$ cat config.mk
export PLATFORM = sky130hd
export DESIGN_NAME = dbg_bus_master
export DESIGN_NICKNAME = d
export VERILOG_FILES = /design/src/rtl/dbg_bus_master.sv
export SDC_FILE = /design/constraint.sdc
export NUM_CORES = 1
export LEC_CHECK = 0
export CAP_MARGIN = 0
export CORE_MARGIN = 1
export CORE_UTILIZATION = 39
export CTS_BUF_LIST = sky130_fd_sc_hd__clkbuf_16
export DETAILED_ROUTE_END_ITERATION = 7
export GPL_TIMING_DRIVEN = 0
export PLACE_DENSITY = 0.65
export SLEW_MARGIN = 20
export SYNTH_ARGS = -nofsm -noshare
export SYNTH_HDL_FRONTEND = slang
export SYNTH_SLANG_ARGS = --single-unit
$ cat constraint.sdc
create_clock -name clk -period 2 [get_ports clk]
set_input_delay 0.3 -clock clk [delete_from_list [all_inputs] [get_ports clk]]
set_output_delay 0.3 -clock clk [all_outputs]
set_load 0.01 [all_outputs]
$ cat src/rtl/dbg_bus_master.sv
// Byte-stream debug bridge: decodes write/read frames from an rx byte stream,
// runs one valid/ready bus cycle with arbitration and timeout, replies on tx.
module dbg_bus_master #(
  parameter int unsigned TIMEOUT_CYCLES = 1024,
  parameter logic [7:0]  ACK_BYTE       = 8'hAA,
  parameter logic [7:0]  NAK_BYTE       = 8'hEE
) (
  input  logic        clk,
  input  logic        resetn,
  input  logic        rx_valid,
  input  logic [7:0]  rx_data,
  output logic        tx_valid,
  output logic [7:0]  tx_data,
  input  logic        tx_ready,
  output logic        bus_req,
  input  logic        bus_gnt,
  output logic        mem_valid,
  output logic [31:0] mem_addr,
  output logic [31:0] mem_wdata,
  output logic [3:0]  mem_wstrb,
  input  logic        mem_ready,
  input  logic [31:0] mem_rdata,
  output logic        rx_overrun
);

  localparam int unsigned   TW         = $clog2(TIMEOUT_CYCLES + 1);
  localparam logic [TW-1:0] TOUT_LIMIT = TW'(TIMEOUT_CYCLES);
  localparam logic [7:0]    CMD_WRITE  = 8'h01;
  localparam logic [7:0]    CMD_READ   = 8'h02;

  typedef enum logic [2:0] {
    S_IDLE,
    S_ADDR,
    S_DATA,
    S_REQ,
    S_BUS,
    S_RESP
  } state_e;

  state_e        state_q;
  logic [1:0]    byte_cnt_q;
  logic          is_write_q;
  logic [31:0]   addr_q;
  logic [31:0]   wdata_q;
  logic [TW-1:0] tout_q;
  logic [31:0]   rdata_q;
  logic          resp_read_q;
  logic [1:0]    tx_idx_q;
  logic          tx_valid_q;
  logic [7:0]    tx_data_q;
  logic          bus_req_q;
  logic          mem_valid_q;
  logic [31:0]   mem_addr_q;
  logic [31:0]   mem_wdata_q;
  logic [3:0]    mem_wstrb_q;
  logic          rx_overrun_q;

  logic       byte_last;
  logic       tx_accept;
  logic       tx_last;
  logic [1:0] tx_idx_d;

  // NOTE: every signal driven from always_comb gets a default first, so no
  // path through the block can leave it unassigned and infer a latch.
  always_comb begin
    byte_last = 1'b0;
    tx_accept = 1'b0;
    tx_last   = 1'b0;
    tx_idx_d  = tx_idx_q;
    byte_last = (byte_cnt_q == 2'd3);
    tx_accept = tx_valid_q && tx_ready;
    tx_last   = !resp_read_q || (tx_idx_q == 2'd3);
    tx_idx_d  = tx_idx_q + 2'd1;
  end

  // NOTE: sequential state uses non-blocking assignments only, so every
  // register samples pre-edge values regardless of statement order.
  // NOTE: all state here is plain flops (no RAM), so everything is cleared
  // by the asynchronous reset and a mid-transaction reset leaves no trace.
  always_ff @(posedge clk or negedge resetn) begin
    if (!resetn) begin
      state_q      <= S_IDLE;
      byte_cnt_q   <= 2'd0;
      is_write_q   <= 1'b0;
      addr_q       <= '0;
      wdata_q      <= '0;
      tout_q       <= '0;
      rdata_q      <= '0;
      resp_read_q  <= 1'b0;
      tx_idx_q     <= 2'd0;
      tx_valid_q   <= 1'b0;
      tx_data_q    <= '0;
      bus_req_q    <= 1'b0;
      mem_valid_q  <= 1'b0;
      mem_addr_q   <= '0;
      mem_wdata_q  <= '0;
      mem_wstrb_q  <= '0;
      rx_overrun_q <= 1'b0;
    end else begin
      if (rx_valid && (state_q inside {S_REQ, S_BUS, S_RESP})) begin
        rx_overrun_q <= 1'b1;
      end

      case (state_q)
        S_IDLE: begin
          if (rx_valid) begin
            byte_cnt_q <= 2'd0;
            if (rx_data == CMD_WRITE || rx_data == CMD_READ) begin
              is_write_q <= (rx_data == CMD_WRITE);
              state_q    <= S_ADDR;
            end else begin
              resp_read_q <= 1'b0;
              tx_idx_q    <= 2'd0;
              tx_data_q   <= NAK_BYTE;
              tx_valid_q  <= 1'b1;
              state_q     <= S_RESP;
            end
          end
        end

        // Address and data arrive LSB first, so shift in from the top.
        S_ADDR: begin
          if (rx_valid) begin
            addr_q     <= {rx_data, addr_q[31:8]};
            byte_cnt_q <= byte_cnt_q + 2'd1;
            if (byte_last) begin
              byte_cnt_q <= 2'd0;
              if (is_write_q) begin
                state_q <= S_DATA;
              end else begin
                bus_req_q <= 1'b1;
                state_q   <= S_REQ;
              end
            end
          end
        end

        S_DATA: begin
          if (rx_valid) begin
            wdata_q    <= {rx_data, wdata_q[31:8]};
            byte_cnt_q <= byte_cnt_q + 2'd1;
            if (byte_last) begin
              byte_cnt_q <= 2'd0;
              bus_req_q  <= 1'b1;
              state_q    <= S_REQ;
            end
          end
        end

        S_REQ: begin
          if (bus_gnt) begin
            mem_valid_q <= 1'b1;
            mem_addr_q  <= {addr_q[31:2], 2'b00};
            mem_wdata_q <= is_write_q ? wdata_q : 32'h0;
            mem_wstrb_q <= is_write_q ? 4'b1111 : 4'b0000;
            tout_q      <= TW'(1);
            state_q     <= S_BUS;
          end
        end

        // tout_q counts the cycles mem_valid has been high, this one included;
        // mem_ready is checked first so a completion on the last cycle wins.
        S_BUS: begin
          if (mem_ready) begin
            rdata_q     <= mem_rdata;
            mem_valid_q <= 1'b0;
            bus_req_q   <= 1'b0;
            resp_read_q <= !is_write_q;
            tx_idx_q    <= 2'd0;
            tx_data_q   <= is_write_q ? ACK_BYTE : mem_rdata[7:0];
            tx_valid_q  <= 1'b1;
            state_q     <= S_RESP;
          end else if (tout_q == TOUT_LIMIT) begin
            mem_valid_q <= 1'b0;
            bus_req_q   <= 1'b0;
            resp_read_q <= 1'b0;
            tx_idx_q    <= 2'd0;
            tx_data_q   <= NAK_BYTE;
            tx_valid_q  <= 1'b1;
            state_q     <= S_RESP;
          end else begin
            tout_q <= tout_q + TW'(1);
          end
        end

        S_RESP: begin
          if (tx_accept) begin
            if (tx_last) begin
              tx_valid_q <= 1'b0;
              state_q    <= S_IDLE;
            end else begin
              tx_idx_q  <= tx_idx_d;
              tx_data_q <= rdata_q[{tx_idx_d, 3'b000} +: 8];
            end
          end
        end

        default: state_q <= S_IDLE;
      endcase
    end
  end

  assign tx_valid   = tx_valid_q;
  assign tx_data    = tx_data_q;
  assign bus_req    = bus_req_q;
  assign mem_valid  = mem_valid_q;
  assign mem_addr   = mem_addr_q;
  assign mem_wdata  = mem_wdata_q;
  assign mem_wstrb  = mem_wstrb_q;
  assign rx_overrun = rx_overrun_q;

endmodule

==> qor.yml <==
synth:
  synth_common_cells: "nand2_1, dfrtp_1, mux2_2"
  synth.area.top_cells: "dfrtp_1, nand2_1, mux2_2, nand3_1, mux4_2"
  synth_top_area_share_pct: 58.1
  synth-main-ff-cell: "dfrtp_1"
  ys_warn_count: 0
  synthCells: 772
  syn_area_mm2: 0.00814
  synth_most_common_cell: "nand2_1"
  synth_seq_cells: 189
  synth_largest_area_cell: "dfrtp_1"
  synth_async_sr_flop_share_pct: 100
  yosysUniqueCellTypes: 58
  syn_avg_cell_area_um2: 10.5
  ys_seq_area_share_pct: 58.1
  synth_edf_count: 0
detailed_routing:
  drt_iter0_drc: 270
  dr.pass1.iters: 4
  detail_route.wl_per_cell_um: 15.6
  ant_nets: 0
  drt_wl_total_um: 18700
  num_vias: 5933
  drc: 0
  vias_per_cell: 4.95
finish:
  utilization_pct: 51.1
  nNetsFinal: 968
  antennaDiodeCount: 0
  drive_gt1_share_pct: 17.2
  multi_input_area_mm2: 0.00319
  area_growth_pct: 27.9
  n_fill_cell: 1860
  regArea_mm2: 0.00473
  stdcell_area_mm2: 0.0104
global_routing:
  top_usage_layer: "met2"
  antenna_found_initial: 1
  grt_max_degree: 98
  met2_usage_pct: 29.7
  grt_first_pass_wirelength_um: 31600
  grt_pass1_vias: 6022
  grt_use_total_pct: 18.7
  met3_usage_pct: 4.44
  gr-total-overflow: 0
  grt_util_met1_pct: 25.5
worst_setup_path:
  critPathCaptureType: "flop"
  crit_fanout: 10
  cp.required_ps: 2320
  crit_chain: "buf_2 -> nor4b_2 -> o21a_1 -> nor3_2 -> buf_6 -> o32a_1"
  slowest_stage: "nor4b_2"
  crit_arrival_ps: 2280
  reg2reg_depth: 6
  crit_type: "flop to flop"
  cpPeakStageDelay_ps: 520
  start_kind: "flop"
placement:
  gp_congestion: 0.820
  portBuffers: 123
  dp_hpwl_um: 13300
  dpl-instance-area_mm2: 0.00974
timing:
  final.setup.tns_ps: 0
  worstMarginPinSlew_ps: 713
  rsz0062_at_grt: "yes"
  hold_slack_ps: 382
  max_freq_mhz: 511
  finalSetupViolations: 0
  period_share_pct: 97.8
  finalCriticalPeriod_ps: 1960
  clock_skew_ps: 9.04
  maxSlewViolCount: 0
  hold_viol: 0
  max_slew_margin_pct: 52.5
cts:
  numCtsBuffers: 17
  clockRootBuffer: "clkbuf_16"
  cts_buffer_depth: 2
  path_clk_slew_ps: 70
  cts.sinks: 189
  cts_tree: "yes"
  clkLatencyLatePin_ps: 440
  cts_max_level: 4
die:
  core_mm2: 0.0204
  io_pins: 126
  die_area_mm2: 0.0214
  row_count: 52
  die_w_um: 146
  die_y_um: 146
  start_util_pct: 39.9
run_status:
  status: "finished clean"
min_path:
  hold_depth: 3
  hp-class: "primary input to flop"
pwr:
  power.density_mw_per_mm2: 1460
  ir_drop_uv: 600
  p_leak_uw: 0.00486
  p_total_uw: 15200
flow_run:
  maxCapViolCount: 0
[critical path, delay by kind of cell, from the launching register on]
kind	cells	cell delay (ps)
simple gates	2	590
compound gates	2	570
flops	1	350
buf+inv	2	320
[final cells by class]
type                       instances  share of cell area [%]
buffer                            49                    2.60
clock inverter                    13                    1.08
inverter                          11                   0.397
timing repair buffer             127                    12.5
clock buffer                      17                    4.09
sequential                       189                    45.4
multi-input combinational        523                    30.6
tap                              270                    3.25
[power by group]
group	total (uW)	leakage [uW]	switching, uW	internal [uW]
clock network	3170	0.000268	1560	1610
registers	6500	0.00236	1050	5450
logic	5530	0.00224	2560	2980
total	15200	0.00486	5170	10000
[state kept, by name, indices dropped and copies added, names as in the netlist, 2 cells and up]
name and count:
mem_wdata 32, rdata_q 32, wdata_q 32, addr_q 30, mem_addr 30, tout_q 11
tx_data 8, state_q 3, byte_cnt_q 2, tx_idx_q 2
[metal layers]
| metal | part of all wire (%) | vias to the layer above |
|---|---|---|
| li1 | - | 2897 |
| met1 | 47 | 2887 |
| met2 | 47 | 123 |
| met3 | 4.2 | 24 |
| met4 | 1.7 | 2 |
| met5 | 0.069 | - |
[cell families (layout without fill, tap and decap cells)]
family / after synthesis / after routing / share of synthesized area (%)
mux: 72 / 72 / 11.0
buf+inv: 61 / 217 / 3.43
fa+ha+maj: 4 / 4 / 0.615
compound gates: 66 / 66 / 6.09
simple gates: 373 / 373 / 20.0
xor+xnor: 6 / 6 / 0.646
other cells: 1 / 2 / 0.0461
flops: 189 / 189 / 58.1
[cell usage in the layout (no fill, tap or decap), types with 9 or more instances in the layout]
master           instances
buf_4                   11
nor2_1                  12
buf_2                   12
o21ai_0                 10
inv_1                   12
clkbuf_2                 9
mux2_2                  62
clkdlybuf4s50_1        122
o22ai_1                 11
dfrtp_1                189
clkbuf_1                11
nand3_1                 43
clkbuf_16               17
nand2_1                272
[stage by stage]
stage	std cells	worst slack, ps
3_5_place_dp	1167	-645
3_3_place_gp	1166	-7460
2_1_floorplan	773	228
4_1_cts	1198	3.11
6_report	1199	43.1
5_1_grt	1199	-74.9
[final timing paths]
kind,startpoint,endpoint,slack (ps)
worst max-delay path,state_q[0]$_DFFE_PN0P_,tx_data[4]$_DFFE_PN0P_,40
worst min-delay path,mem_rdata[23],rdata_q[23]$_DFFE_PN0P_,380
worst max register to register,state_q[0]$_DFFE_PN0P_,tx_data[4]$_DFFE_PN0P_,40
worst min register to register,rx_overrun$_DFFE_PN0P_,rx_overrun$_DFFE_PN0P_,460
max in group asynchronous,resetn,tx_valid$_DFFE_PN0P_,620
min in group asynchronous,resetn,mem_wdata[10]$_DFFE_PN0P_,460
[what timing repair did]
| item | CTS | global route |
|---|---|---|
| pin swaps | 1 | 0 |
| setup endpoints to repair | 102 | 131 |
| gates resized for setup | 16 | 17 |
| endpoints found under the hold margin | 92 | 0 |
| setup buffers | 1 | 1 |
| hold buffers | 1 | 0 |
No activity file was read; power rests on OpenSTA's default activity.
